`config.mk`:
```
export PLATFORM = sky130hd
export DESIGN_NAME = pulse_stretcher_flat
export DESIGN_NICKNAME = d
export VERILOG_FILES = /design/src/rtl/stretch_pkg.sv /design/src/rtl/pulse_stretcher_if.sv /design/src/rtl/pulse_stretcher_chk.sv /design/src/rtl/pulse_stretcher_rise_detect.sv /design/src/rtl/pulse_stretcher.sv /design/src/flat_wrapper.sv
export SDC_FILE = /design/constraint.sdc
export NUM_CORES = 1
export LEC_CHECK = 0
export CAP_MARGIN = 20
export CELL_PAD_IN_SITES_DETAIL_PLACEMENT = 2
export CELL_PAD_IN_SITES_GLOBAL_PLACEMENT = 2
export CORE_AREA = 2 2 77 79
export DETAILED_ROUTE_END_ITERATION = 6
export DIE_AREA = 0 0 79 81
export GPL_ROUTABILITY_DRIVEN = 0
export HOLD_SLACK_MARGIN = 0.03
export PLACE_DENSITY_LB_ADDON = 0.1
export SYNTH_ARGS = -nofsm -noshare
export SYNTH_HDL_FRONTEND = slang
export SYNTH_SLANG_ARGS = --single-unit
```
`constraint.sdc`:
```
create_clock -name clock -period 6.6 [get_ports clock]
set_input_delay 1.98 -clock clock [delete_from_list [all_inputs] [get_ports clock]]
set_output_delay 1.98 -clock clock [all_outputs]
set_load 0.02 [all_outputs]
```
`src/rtl/stretch_pkg.sv`:
```
// Shared constants for the pulse stretcher: FSM state codes, default flash timing
// and a width-fit helper used by the parameter checks.
package stretch_pkg;

  localparam logic [1:0] IDLE = 2'd0;
  localparam logic [1:0] ON   = 2'd1;
  localparam logic [1:0] GAP  = 2'd2;

  localparam int CLK_HZ        = 27000000;
  localparam int ON_TIME_50MS  = 1350000;
  localparam int OFF_TIME_25MS = 675000;

  // True when value is representable in an unsigned field of the given width.
  function automatic logic fits_width(input longint unsigned value, input int unsigned width);
    logic ok_s;
    if (width >= 32'd64) begin
      ok_s = 1'b1;
    end else begin
      ok_s = ((value >> width) == 64'd0);
    end
    return ok_s;
  endfunction

endpackage

```
`src/rtl/pulse_stretcher_if.sv`:
```
// Indicator-side bundle of the pulse stretcher: hit events in, flash drive and status out.
interface pulse_stretcher_if #(
  parameter int QW = 3
);

  logic          hit;
  logic          stretched;
  logic          busy;
  logic [QW-1:0] pending;
  logic          overflow;

  modport master (
    output hit,
    input  stretched,
    input  busy,
    input  pending,
    input  overflow
  );

  modport slave (
    input  hit,
    output stretched,
    output busy,
    output pending,
    output overflow
  );

endinterface

```
`src/rtl/pulse_stretcher_chk.sv`:
```
// Run-time checks for the pulse stretcher: parameter legality and output consistency.
module pulse_stretcher_chk
  import stretch_pkg::*;
#(
  parameter int ON_TIME   = ON_TIME_50MS,
  parameter int OFF_TIME  = OFF_TIME_25MS,
  parameter int CNT_W     = 21,
  parameter int QUEUE_MAX = 7,
  parameter int QW        = 3
) (
  input logic          clock,
  input logic          reset_n,
  input logic          stretched,
  input logic          busy,
  input logic [QW-1:0] pending,
  input logic          overflow
);

  localparam logic PARAMS_OK =
      (ON_TIME >= 1) && (OFF_TIME >= 1) && (QUEUE_MAX >= 1) &&
      fits_width(longint'(ON_TIME - 1), CNT_W) &&
      fits_width(longint'(OFF_TIME - 1), CNT_W) &&
      fits_width(longint'(QUEUE_MAX), QW);

  a_params_legal : assert property (@(posedge clock) PARAMS_OK);

  a_stretched_busy : assert property (
    @(posedge clock) disable iff (!reset_n) stretched |-> busy);

  a_pending_bound : assert property (
    @(posedge clock) disable iff (!reset_n) (32'(pending) <= QUEUE_MAX));

  a_overflow_saturated : assert property (
    @(posedge clock) disable iff (!reset_n) overflow |-> (32'(pending) == QUEUE_MAX));

endmodule

```
`src/rtl/pulse_stretcher_rise_detect.sv`:
```
// Rising-edge detector; the delayed copy resets high so a level held through reset is ignored.
module rise_detect (
  input  logic clock,
  input  logic reset_n,
  input  logic in,
  output logic out_pulse
);

  logic in_d_r;

  // Delayed copy of the input, one cycle behind.
  always_ff @(posedge clock or negedge reset_n) begin
    if (!reset_n) begin
      in_d_r <= 1'b1;
    end else begin
      in_d_r <= in;
    end
  end

  assign out_pulse = in & ~in_d_r;

endmodule

```
`src/rtl/pulse_stretcher.sv`:
```
// Stretches single-cycle hits into ON_TIME flashes separated by OFF_TIME dark gaps, queueing
// hits that arrive mid-flash. Define STRETCH_RETRIGGER_EN to let a hit during ON extend the flash.
module pulse_stretcher
  import stretch_pkg::*;
#(
  parameter int ON_TIME   = ON_TIME_50MS,
  parameter int OFF_TIME  = OFF_TIME_25MS,
  parameter int CNT_W     = 21,
  parameter int QUEUE_MAX = 7,
  parameter int QW        = 3
) (
  input logic          clock,
  input logic          reset_n,
  pulse_stretcher_if.slave bus
);

  localparam logic [CNT_W-1:0] ON_LOAD    = CNT_W'(ON_TIME - 1);
  localparam logic [CNT_W-1:0] OFF_LOAD   = CNT_W'(OFF_TIME - 1);
  localparam logic [CNT_W-1:0] TIMER_ZERO = {CNT_W{1'b0}};
  localparam logic [CNT_W-1:0] TIMER_ONE  = CNT_W'(1);
  localparam logic [QW-1:0]    PEND_ZERO  = {QW{1'b0}};
  localparam logic [QW-1:0]    PEND_ONE   = QW'(1);
  localparam logic [QW-1:0]    PEND_MAX   = QW'(QUEUE_MAX);

  logic [1:0]       state_r;
  logic [1:0]       state_s;
  logic [CNT_W-1:0] timer_r;
  logic [CNT_W-1:0] timer_s;
  logic [QW-1:0]    pending_r;
  logic [QW-1:0]    pending_s;
  logic             overflow_r;
  logic             overflow_s;
  logic             stretched_r;
  logic             busy_r;
  logic             rise_s;
  logic             retrig_s;
  logic             enq_s;

  rise_detect u_rise (
    .clock     (clock),
    .reset_n   (reset_n),
    .in        (bus.hit),
    .out_pulse (rise_s)
  );

`ifdef STRETCH_RETRIGGER_EN
  assign retrig_s = rise_s;
`else
  assign retrig_s = 1'b0;
`endif

  // Next-state, timer and pending-queue logic.
  always_comb begin
    state_s    = state_r;
    timer_s    = timer_r;
    pending_s  = pending_r;
    overflow_s = 1'b0;
    enq_s      = 1'b0;
    case (state_r)
      IDLE: begin
        if (rise_s) begin
          state_s = ON;
          timer_s = ON_LOAD;
        end else begin
          state_s = IDLE;
        end
      end
      ON: begin
        if (retrig_s) begin
          timer_s = ON_LOAD;
        end else begin
          enq_s = rise_s;
          if (timer_r == TIMER_ZERO) begin
            state_s = GAP;
            timer_s = OFF_LOAD;
          end else begin
            timer_s = timer_r - TIMER_ONE;
          end
        end
      end
      GAP: begin
        if (timer_r == TIMER_ZERO) begin
          if (pending_r != PEND_ZERO) begin
            state_s = ON;
            timer_s = ON_LOAD;
            // A hit landing here replaces the one being replayed, so the count holds.
            if (rise_s) begin
              pending_s = pending_r;
            end else begin
              pending_s = pending_r - PEND_ONE;
            end
          end else if (rise_s) begin
            state_s = ON;
            timer_s = ON_LOAD;
          end else begin
            state_s = IDLE;
          end
        end else begin
          timer_s = timer_r - TIMER_ONE;
          enq_s   = rise_s;
        end
      end
      default: begin
        state_s   = IDLE;
        timer_s   = TIMER_ZERO;
        pending_s = PEND_ZERO;
      end
    endcase

    if (enq_s) begin
      if (pending_r == PEND_MAX) begin
        overflow_s = 1'b1;
      end else begin
        pending_s = pending_r + PEND_ONE;
      end
    end else begin
      overflow_s = 1'b0;
    end
  end

  // State, counters and registered outputs.
  always_ff @(posedge clock or negedge reset_n) begin
    if (!reset_n) begin
      state_r     <= IDLE;
      timer_r     <= TIMER_ZERO;
      pending_r   <= PEND_ZERO;
      overflow_r  <= 1'b0;
      stretched_r <= 1'b0;
      busy_r      <= 1'b0;
    end else begin
      state_r     <= state_s;
      timer_r     <= timer_s;
      pending_r   <= pending_s;
      overflow_r  <= overflow_s;
      stretched_r <= (state_s == ON);
      busy_r      <= (state_s != IDLE);
    end
  end

  assign bus.stretched = stretched_r;
  assign bus.busy      = busy_r;
  assign bus.pending   = pending_r;
  assign bus.overflow  = overflow_r;

`ifndef SYNTHESIS
  pulse_stretcher_chk #(
    .ON_TIME   (ON_TIME),
    .OFF_TIME  (OFF_TIME),
    .CNT_W     (CNT_W),
    .QUEUE_MAX (QUEUE_MAX),
    .QW        (QW)
  ) u_chk (
    .clock     (clock),
    .reset_n   (reset_n),
    .stretched (stretched_r),
    .busy      (busy_r),
    .pending   (pending_r),
    .overflow  (overflow_r)
  );
`endif

endmodule

```
`src/flat_wrapper.sv`:
```
// flat-port wrapper written by rule: the top's interface ports become plain ports
module pulse_stretcher_flat import stretch_pkg::*;
#(
  parameter int ON_TIME   = ON_TIME_50MS,
  parameter int OFF_TIME  = OFF_TIME_25MS,
  parameter int CNT_W     = 21,
  parameter int QUEUE_MAX = 7,
  parameter int QW        = 3
)
  (clock, reset_n, bus_hit, bus_stretched, bus_busy, bus_pending, bus_overflow);
  pulse_stretcher_if #(.QW(QW)) bus_i ();
  input logic clock;
  input logic reset_n;
  input wire logic [$bits(bus_i.hit)-1:0] bus_hit;
  output wire logic [$bits(bus_i.stretched)-1:0] bus_stretched;
  output wire logic [$bits(bus_i.busy)-1:0] bus_busy;
  output wire logic [$bits(bus_i.pending)-1:0] bus_pending;
  output wire logic [$bits(bus_i.overflow)-1:0] bus_overflow;
  assign bus_i.hit = bus_hit;
  assign bus_stretched = bus_i.stretched;
  assign bus_busy = bus_i.busy;
  assign bus_pending = bus_i.pending;
  assign bus_overflow = bus_i.overflow;
  pulse_stretcher #(.ON_TIME(ON_TIME), .OFF_TIME(OFF_TIME), .CNT_W(CNT_W), .QUEUE_MAX(QUEUE_MAX), .QW(QW)) u_core (.clock(clock), .reset_n(reset_n), .bus(bus_i));
endmodule
```
==> flow_summary.ini, run 1 <==
[outcome]
status = completed

[setup_path]
crit_buf_inv = 2
crit_type = in -> reg
cp_cell_sequence = clkdlybuf4s50_1, nor2b_1, buf_4, or3_4, or3_1, a311o_1, a22o_1
crit_arrival_ns = 4.10
startpoint_type = input pin
required_ns = 6.78
crit_family = simple AND/OR/NAND/NOR gates
cpPeakStageDelay_ns = 0.45
slowest_stage = clkdlybuf4s50_1
crit_path_max_fanout = 20
endpoint_kind = flip-flop

[floorplanning]
io_pins = 9
dieArea_um2 = 6399
rows = 28
start_util_pct = 38.62
coreArea_um2 = 5675
die_height_um = 81
fp.dieW_um = 79

[synthesis]
synthArstFlopShare_pct = 100.0
ys_seq_area_share_pct = 34.30
ys_types = 60
synth.yosys.warnings = 0
synth_enable_flop_cells = 0
synthFlopType = dfrtp_1
synth_nets = 264
netlist_area_um2 = 2192
ys_ff_latch = 30
avgSynthCellArea_um2 = 8.733
syn_inst = 251

[clocking]
cts_hold_buf = 0
clock_latency_ns = 0.29
clkSinkCount = 30
htreeDepth = 2
numCtsBuffers = 5
clk_pin_slew_ns = 0.07
clk_root_buffer_cell = clkbuf_8
cts_tree = yes
post-cts-setup-buffer-count = 0
cts.path.max_buffers = 2
cts-resized-gates = 0

[power_and_ir_drop]
p_sw_uw = 133.3
powerDensity_nw_per_um2 = 185.4
p_leak_nw = 0.9138
pwr-share-clk_pct = 35.4
p_sw_share_pct = 29.81
power_frac_comb_pct = 19.1
peakVddDrop_v = 0.00008202
power_frac_seq_pct = 45.6
p_int_uw = 313.9
p_total_uw = 447.2

[sta]
rsz0062_at_grt = no
post-route-min-period_ns = 3.929
finalCritPeriodShare_pct = 59.54
max_freq_mhz = 254.5
drv_slew = 0
tns_ns = 0
slew_headroom_pct = 35.96
hold_violations = 0
tightest_slew_ns = 0.9606
skew_ns = 0.006094
setup_viol = 0
setup_ws_ns = 2.671

[final_layout]
final_nets = 267
diodes = 0
layout_commonest_cell = dfrtp_1
area_delta_synth_final_pct = 10.05
drive_above_1_share_pct = 11.37
final_cell_mix = dfrtp_1, o21ai_0, a21oi_1, nand2_1, nor3_1

[flow_run]
max_cap_viol_count = 0

[global_route]
antenna_found_initial = 0
grt_pass1_wl_um = 12390
first_global_vias = 2215
grt-ovfl-total = 0
track_usage_pct = 25.49
grt_start_max_net_pins = 31

[detailed_routing]
num_vias = 2038
drc = 0
drt_pre_antenna_iters = 4
drt-wirelength-per-cell_um = 21.96
routed_via_density = 6.176
antenna_left = 0
drt-initial-drc-count = 52
wirelength_um = 7246

[place]
port-buffer-count = 8
dpl_worst_slack_ns = 2.389
hpwl_um = 5094

[worst_hold_path]
hp-class = reg -> reg
routing by layer:
metal | share of wire [%] | GRT usage, %
met4 | 0.95 | 5.517
met5 | 0 | 0
met3 | 1.5 | 3.667
met1 | 47 | 32.78
met2 | 51 | 45.59
cell families after synthesis:
logic type	share of synthesized area (%)
DFF	34.30
and+or+nand+nor	24.03
adders and majority gates	5.708
muxes	2.911
xor gates and xnor gates	1.598
buffers and inverters	4.623
AOI/OAI and AO/OA	26.83
worst reg2reg max path, stage by stage (launching register included):
cell      delay (ns)
dfrtp_1         0.44
nor4_2          0.63
and4_1          0.59
nand2_1         0.49
and3_1          0.31
a211oi_1        0.23
path summary, 6_finish.rpt:
check,startpoint,to,slack [ns],depth (start not counted)
hold reg to reg,u_core.timer_r[13]$_DFF_PN0_,u_core.timer_r[13]$_DFF_PN0_,0.55,1
hold / removal,u_core.timer_r[13]$_DFF_PN0_,u_core.timer_r[13]$_DFF_PN0_,0.55,1
setup / recovery,bus_hit,u_core.bus.pending[2]$_DFF_PN0_,2.67,7
min in group asynchronous,reset_n,u_core.bus.overflow$_DFF_PN0_,2.10,2
setup reg to reg,u_core.timer_r[9]$_DFF_PN0_,u_core.timer_r[12]$_DFF_PN0_,3.80,5
max in group asynchronous,reset_n,u_core.u_rise.in_d_r$_DFF_PN1_,4.16,2
stage by stage:
stage	cell area, um2	instances	hold slack, ns	util [%]
finish	2412	330	0.5541	42.50
global route	2412	330	0.5635	42.50
CTS	2412	330	0.5555	42.50
detailed placement	2321	322	0.5417	40.90
global placement	2321	322	0.5384	40.90
floorplan	2192	251	0.4976	-
layout make-up:
class | instances | area, um2
repair buffers | 11 | 102.6
flip-flops and latches | 30 | 752.0
clock buffers | 7 | 86.33
well taps | 75 | 93.84
clock inverters | 1 | 5.005
multi-input cells | 197 | 1339
inverters | 9 | 33.78
fillers | 646 | 3263
state kept, by name, summed over array words and instances (netlist names):
register / flops
u_core.timer_r: 21
u_core.bus.pending: 3
u_core.state_r: 2
u_core.bus.busy: 1
u_core.bus.overflow: 1
u_core.bus.stretched: 1
u_core.u_rise.in_d_r: 1
power groups by stage:
stage                     clock network [mW]  registers [mW]  logic (mW)
after floorplan                            0           0.214      0.0405
after global placement                     0           0.207      0.0840
after detailed placement                   0           0.207      0.0855
after CTS                              0.163           0.203      0.0860
after global routing                   0.171           0.206      0.0944
final                                  0.158           0.204      0.0853
synthesized netlist by cell type, types with 2 or more instances:
cell | count | area share (%)
nor4_1 | 5 | 1.4
o31ai_1 | 5 | 1.7
o21a_1 | 2 | 0.68
a22oi_1 | 2 | 0.68
a31oi_1 | 5 | 1.4
or3_1 | 4 | 1.1
nand3_1 | 3 | 0.68
or3_2 | 2 | 0.68
clkbuf_1 | 11 | 1.9
nand3b_1 | 2 | 0.68
nor4_2 | 2 | 1.1
o21ai_0 | 20 | 4.6
and2_1 | 2 | 0.57
a21o_1 | 2 | 0.68
mux2i_1 | 3 | 1.4
nor2_1 | 10 | 1.7
nand2b_1 | 5 | 1.4
mux2_2 | 3 | 1.5
o211ai_1 | 4 | 1.4
or4_1 | 2 | 0.68
o311ai_0 | 3 | 1.2
nor2b_1 | 3 | 0.86
a21oi_1 | 20 | 4.6
ha_1 | 10 | 5.7
a211oi_1 | 4 | 1.4
a311oi_1 | 2 | 0.80
xnor2_1 | 2 | 0.80
a31o_2 | 4 | 1.6
a221oi_1 | 3 | 1.2
nor3_1 | 12 | 2.7
nand2_1 | 18 | 3.1
a22o_1 | 2 | 0.80
and3_1 | 3 | 0.86
xor2_1 | 2 | 0.80
nor3b_1 | 4 | 1.4
nand4_1 | 3 | 0.86
inv_1 | 9 | 1.5
dfrtp_1 | 29 | 33
buf_2 | 3 | 0.68
No activity file was read; power rests on OpenSTA's default activity.
==> inputs of run 2 (changes only) <==
--- a/config.mk
+++ b/config.mk
@@ -8,9 +8,9 @@
 export CAP_MARGIN = 20
 export CELL_PAD_IN_SITES_DETAIL_PLACEMENT = 2
 export CELL_PAD_IN_SITES_GLOBAL_PLACEMENT = 2
-export CORE_AREA = 2 2 77 79
+export CORE_AREA = 2 2 84 86
 export DETAILED_ROUTE_END_ITERATION = 6
-export DIE_AREA = 0 0 79 81
+export DIE_AREA = 0 0 86 88
 export GPL_ROUTABILITY_DRIVEN = 0
 export HOLD_SLACK_MARGIN = 0.03
 export PLACE_DENSITY_LB_ADDON = 0.1
==> constraint.sdc (replaced) <==
create_clock -name clock -period 3.4 [get_ports clock]
set_input_delay 1.02 -clock clock [delete_from_list [all_inputs] [get_ports clock]]
set_output_delay 1.02 -clock clock [all_outputs]
set_load 0.02 [all_outputs]
==> run 2 against run 1 <==
  * Clock power rose by 96%
  * Core utilization down 5.5 points
  * Total power increased by 95%
  * Combinational power increased by 99%
  * Sequential share of layout area fell by 0.56 points
  * Via count hardly changed
  * Critical path depth decreased by 1
==> flow_summary.ini, run 2 (synthesized netlist as in run 1, its figures left out) <==
[outcome]
status = completed

[global_route]
grt_start_max_net_pins = 31
first_global_vias = 2175
grt-ovfl-total = 0
antenna_found_initial = 0
grt_pass1_wl_um = 12310
track_usage_pct = 21.23

[sta]
setup_viol = 0
finalCritPeriodShare_pct = 81.40
tns_ns = 0
slew_headroom_pct = 34.51
post-route-min-period_ns = 2.768
max_freq_mhz = 361.3
tightest_slew_ns = 0.9824
hold_violations = 0
skew_ns = 0.005400
setup_ws_ns = 0.6324
drv_slew = 0
rsz0062_at_grt = no

[setup_path]
r2r_slack_ns = 0.72
crit_path_max_fanout = 4
cp_cell_sequence = clkdlybuf4s50_1, nor2b_1, or3_4, or3_1, a311o_1, a22o_1
crit_arrival_ns = 2.94
r2r_start = u_core.state_r[0]$_DFF_PN0_
cpPeakStageDelay_ns = 0.46
required_ns = 3.57
slowest_stage = clkdlybuf4s50_1
startpoint_type = input pin
crit_type = in -> reg
rr_worst_depth = 6
crit-reg2reg-capture = u_core.bus.pending[2]$_DFF_PN0_
endpoint_kind = flip-flop

[final_layout]
final_nets = 272
largest_register_ffs = 21
finish.utilization_pct = 36.97
area_delta_synth_final_pct = 12.04
diodes = 0
n_fill_cell = 757
final_area_um2 = 2456
regMostFlops = u_core.timer_r
drive_above_1_share_pct = 13.08
layout_commonest_cell = dfrtp_1
final_cell_mix = dfrtp_1, o21ai_0, a21oi_1, nand2_1, nor3_1

[place]
hpwl_um = 5265
dpl_worst_slack_ns = 0.3296
post_dp_cell_area_um2 = 2365
port-buffer-count = 8

[clocking]
clk_root_buffer_cell = clkbuf_8
cts.path.max_buffers = 2
numCtsBuffers = 5
post-cts-setup-buffer-count = 0
htreeDepth = 2
cts_hold_buf = 0
cts_tree = yes
clk_pin_slew_ns = 0.07
clkSinkCount = 30
clock_latency_ns = 0.28
cts-resized-gates = 0

[power_and_ir_drop]
peakVddDrop_v = 0.0001710
p_leak_nw = 0.9402
p_sw_uw = 263.3
pwr-share-clk_pct = 35.3
p_sw_share_pct = 30.12
power_frac_comb_pct = 19.5
powerDensity_nw_per_um2 = 355.8
p_int_uw = 610.7
power_frac_seq_pct = 45.2
p_total_uw = 873.9

[floorplanning]
rows = 30
coreArea_um2 = 6644
dieArea_um2 = 7568
fp.dieW_um = 86
die_height_um = 88
io_pins = 9
start_util_pct = 32.99

[detailed_routing]
drt_pre_antenna_iters = 4
drc = 0
drt-wirelength-per-cell_um = 21.48
wirelength_um = 7302
num_vias = 2037
routed_via_density = 5.991
drt-initial-drc-count = 72
antenna_left = 0

[flow_run]
max_cap_viol_count = 0

[worst_hold_path]
hp-class = reg -> reg
holdCritStartpoint = u_core.timer_r[13]$_DFF_PN0_
min_to = u_core.timer_r[13]$_DFF_PN0_
hold_path_depth = 1
-- run 2: worst max path at each step --
stage	from	end	slack, ns	depth (start not counted)
4_1_cts	bus_hit	u_core.bus.pending[2]$_DFF_PN0_	0.64	6
5_1_grt	bus_hit	u_core.bus.pending[1]$_DFF_PN0_	0.56	6
3_5_place_dp	bus_hit	u_core.bus.pending[2]$_DFF_PN0_	0.33	6
2_1_floorplan	bus_hit	u_core.bus.pending[2]$_DFF_PN0_	0.91	5
6_report	bus_hit	u_core.bus.pending[2]$_DFF_PN0_	0.63	6
3_3_place_gp	bus_hit	u_core.bus.pending[2]$_DFF_PN0_	0.41	6
-- run 2: layout make-up --
class | instances | area [um2] | area share [%]
multi-input combinational | 197 | 1339 | 54.51
sequential | 30 | 752.0 | 30.62
timing repair buffer | 16 | 140.1 | 5.706
tap | 80 | 100.1 | 4.075
clock buffer | 7 | 86.33 | 3.515
inverter | 9 | 33.78 | 1.375
clock inverter | 1 | 5.005 | 0.2038
-- run 2: critical path, delay by kind of cell --
kind                   cells  cell delay, ns
AO/OA/AOI/OAI              2            0.55
AND/OR/NAND/NOR            3            0.91
buffers and inverters      1            0.46
-- run 2: per-stage QoR --
stage               hold WS [ns]  instances
finish                    0.5455        340
global route              0.5946        340
detailed placement        0.5290        332
floorplan                 0.4976        251
CTS                       0.5458        340
global placement          0.5321        332
-- run 2: metal layers --
| layer | global-route usage (%) | wire (um) | vias to the layer above |
|---|---|---|---|
| met1 | 27.46 | 3426 | 1047 |
| met3 | 3.110 | 110 | 4 |
| met5 | 0 | 0 | - |
| met4 | 3.030 | 43 | 0 |
| met2 | 38.34 | 3722 | 17 |
| li1 | - | - | 969 |
-- run 2: power by group through the flow --
stage	clock (mW)	combinational, mW	sequential, mW
global placement	0	0.167	0.401
CTS	0.321	0.173	0.395
detailed placement	0	0.172	0.402
finish	0.309	0.170	0.395
global route	0.331	0.188	0.399
floorplan	0	0.0787	0.415
==> inputs of run 3 (changes only) <==
==> constraint.sdc (replaced) <==
create_clock -name clock -period 2.3 [get_ports clock]
set_input_delay 0.69 -clock clock [delete_from_list [all_inputs] [get_ports clock]]
set_output_delay 0.69 -clock clock [all_outputs]
set_load 0.02 [all_outputs]
==> run 3 against run 2 <==
  * Setup slack worse by 0.60 ns
  * Hold slack worse by 0.0056 ns
  * Core utilization is 5.7 points higher
  * Clock-buffer cell count is 1 higher
  * Sequential share of layout area is 4.1 points lower
  * Critical path type is now reg -> reg
  * Critical endpoint unchanged
  * Largest power group unchanged
==> flow_summary.ini, run 3 (synthesized netlist as in run 1, its figures left out) <==
[clocking]
cts_tree = yes
numCtsBuffers = 5
htreeDepth = 2
clkSinkCount = 30
cts_hold_buf = 0
cts.path.max_buffers = 2
clk_root_buffer_cell = clkbuf_8
clk_pin_slew_ns = 0.07
clock_latency_ns = 0.28

[floorplanning]
io_pins = 9
rows = 30
start_util_pct = 32.99
dieArea_um2 = 7568
die_height_um = 88
coreArea_um2 = 6644
fp.dieW_um = 86

[setup_path]
r2r_slack_ns = 0.03
crit-reg2reg-capture = u_core.bus.pending[2]$_DFF_PN0_
crit_path_max_fanout = 2
crit_type = reg -> reg
rr_worst_depth = 5
startpoint_type = flip-flop
endpoint_kind = flip-flop
crit_arrival_ns = 2.44
required_ns = 2.47
r2r_start = u_core.timer_r[17]$_DFF_PN0_

[power_and_ir_drop]
peakVddDrop_v = 0.0002120
pwr-share-clk_pct = 32.8
powerDensity_nw_per_um2 = 452.6
p_int_uw = 897.0
power_frac_seq_pct = 44.6
p_sw_share_pct = 30.04
power_frac_comb_pct = 22.6
p_leak_nw = 1.157
p_sw_uw = 385.2

[final_layout]
regMostFlops = u_core.timer_r
diodes = 0
final_cell_mix = buf_4, dfrtp_1, a21oi_1, o21ai_0, nand2_1
layout_commonest_cell = buf_4
area_delta_synth_final_pct = 29.22
fin_cells = 381
largest_register_ffs = 21
drive_above_1_share_pct = 27.91
final_nets = 313

[sta]
holdWs_ns = 0.5400
tns_ns = 0
tightest_slew_ns = 0.4437
finalCritPeriodShare_pct = 98.53
hold_violations = 0
setup_viol = 0
slew_headroom_pct = 70.31
max_freq_mhz = 441.3
post-route-min-period_ns = 2.266
drv_slew = 0
rsz0062_at_grt = yes
skew_ns = 0.008928

[global_route]
grt_start_max_net_pins = 31
grt-ovfl-total = 0
antenna_found_initial = 0
grt_pass1_wl_um = 12920
track_usage_pct = 22.24
first_global_vias = 2392

[detailed_routing]
drt-wirelength-per-cell_um = 20.83
num_vias = 2208
drc = 0
antenna_left = 0
drt_pre_antenna_iters = 4
drt-initial-drc-count = 101
wirelength_um = 7938
routed_via_density = 5.795

[outcome]
status = completed

[worst_hold_path]
holdCritStartpoint = u_core.timer_r[13]$_DFF_PN0_
hold_path_depth = 1
hp-class = reg -> reg
min_to = u_core.timer_r[13]$_DFF_PN0_

[place]
hpwl_um = 5873
place_inst = 372
port-buffer-count = 8

[flow_run]
max_cap_viol_count = 0
==> run 3: changes by cell type in the layout (fill, tap and decap cells not counted), moves of 3 or more <==
cell      delta
buf_4       +40
nor4_1       -3
o311ai_0     -3
o311ai_1     +3
or3_4        +3
==> run 3: power groups by stage <==
stage	clock network, mW	registers (mW)	logic [mW]
6_report	0.421	0.572	0.289
5_1_grt	0.460	0.576	0.318
4_1_cts	0.439	0.573	0.291
3_5_place_dp	0	0.582	0.289
3_3_place_gp	0	0.580	0.287
2_1_floorplan	0	0.614	0.116
==> run 3: critical path, stage by stage (launching register included) <==
cell and delay, ns:
dfrtp_1 0.38, or4_4 0.57, or3_4 0.40, or3_4 0.34, a311o_1 0.27, a22o_1 0.20
==> run 3: repair_timing <==
item,4_1_cts,5_1_grt
setup buffers,0,1
resized for setup,6,13
setup endpoints to repair,8,12
hold endpoints to repair,0,0
pin swaps,3,5
==> run 3: area by class of cell <==
class / instances / area [um2]
flip-flops and latches: 30 / 752.0
fillers: 751 / 3811
repair buffers: 57 / 459.2
clock buffers: 8 / 80.08
multi-input cells: 197 / 1408
well taps: 80 / 100.1
inverters: 9 / 33.78
==> run 3: metal layers <==
metal,share of wire (%),vias to the layer above,global-route usage (%)
met5,0,-,0
li1,-,1056,-
met2,52,18,41.51
met4,0.86,0,4.040
met1,46,1128,27.58
met3,1.2,6,2.828
==> run 3: worst max path at each step <==
stage | start | to | slack, ns | depth (start not counted)
2_1_floorplan | u_core.timer_r[19]$_DFF_PN0_ | u_core.bus.pending[2]$_DFF_PN0_ | 0.02 | 5
5_1_grt | u_core.timer_r[17]$_DFF_PN0_ | u_core.timer_r[16]$_DFF_PN0_ | -0.02 | 7
3_5_place_dp | bus_hit | u_core.bus.pending[2]$_DFF_PN0_ | -0.37 | 6
3_3_place_gp | bus_hit | u_core.bus.pending[2]$_DFF_PN0_ | -0.32 | 6
4_1_cts | u_core.timer_r[5]$_DFF_PN0_ | u_core.timer_r[20]$_DFF_PN0_ | 0.01 | 5
6_report | u_core.timer_r[17]$_DFF_PN0_ | u_core.bus.pending[2]$_DFF_PN0_ | 0.03 | 5
==> run 3: through the flow <==
| step | total power [mW] | setup WS [ns] | util (%) | instance area [um2] |
|---|---|---|---|---|
| after CTS | 1.302 | 0.01249 | 41.79 | 2776 |
| after floorplan | 0.7299 | 0.02404 | - | 2192 |
| final | 1.282 | 0.03382 | 42.64 | 2833 |
| after global placement | 0.8666 | -0.3244 | 40.30 | 2678 |
| after global routing | 1.354 | -0.02430 | 42.64 | 2833 |
| after detailed placement | 0.8714 | -0.3662 | 40.30 | 2678 |
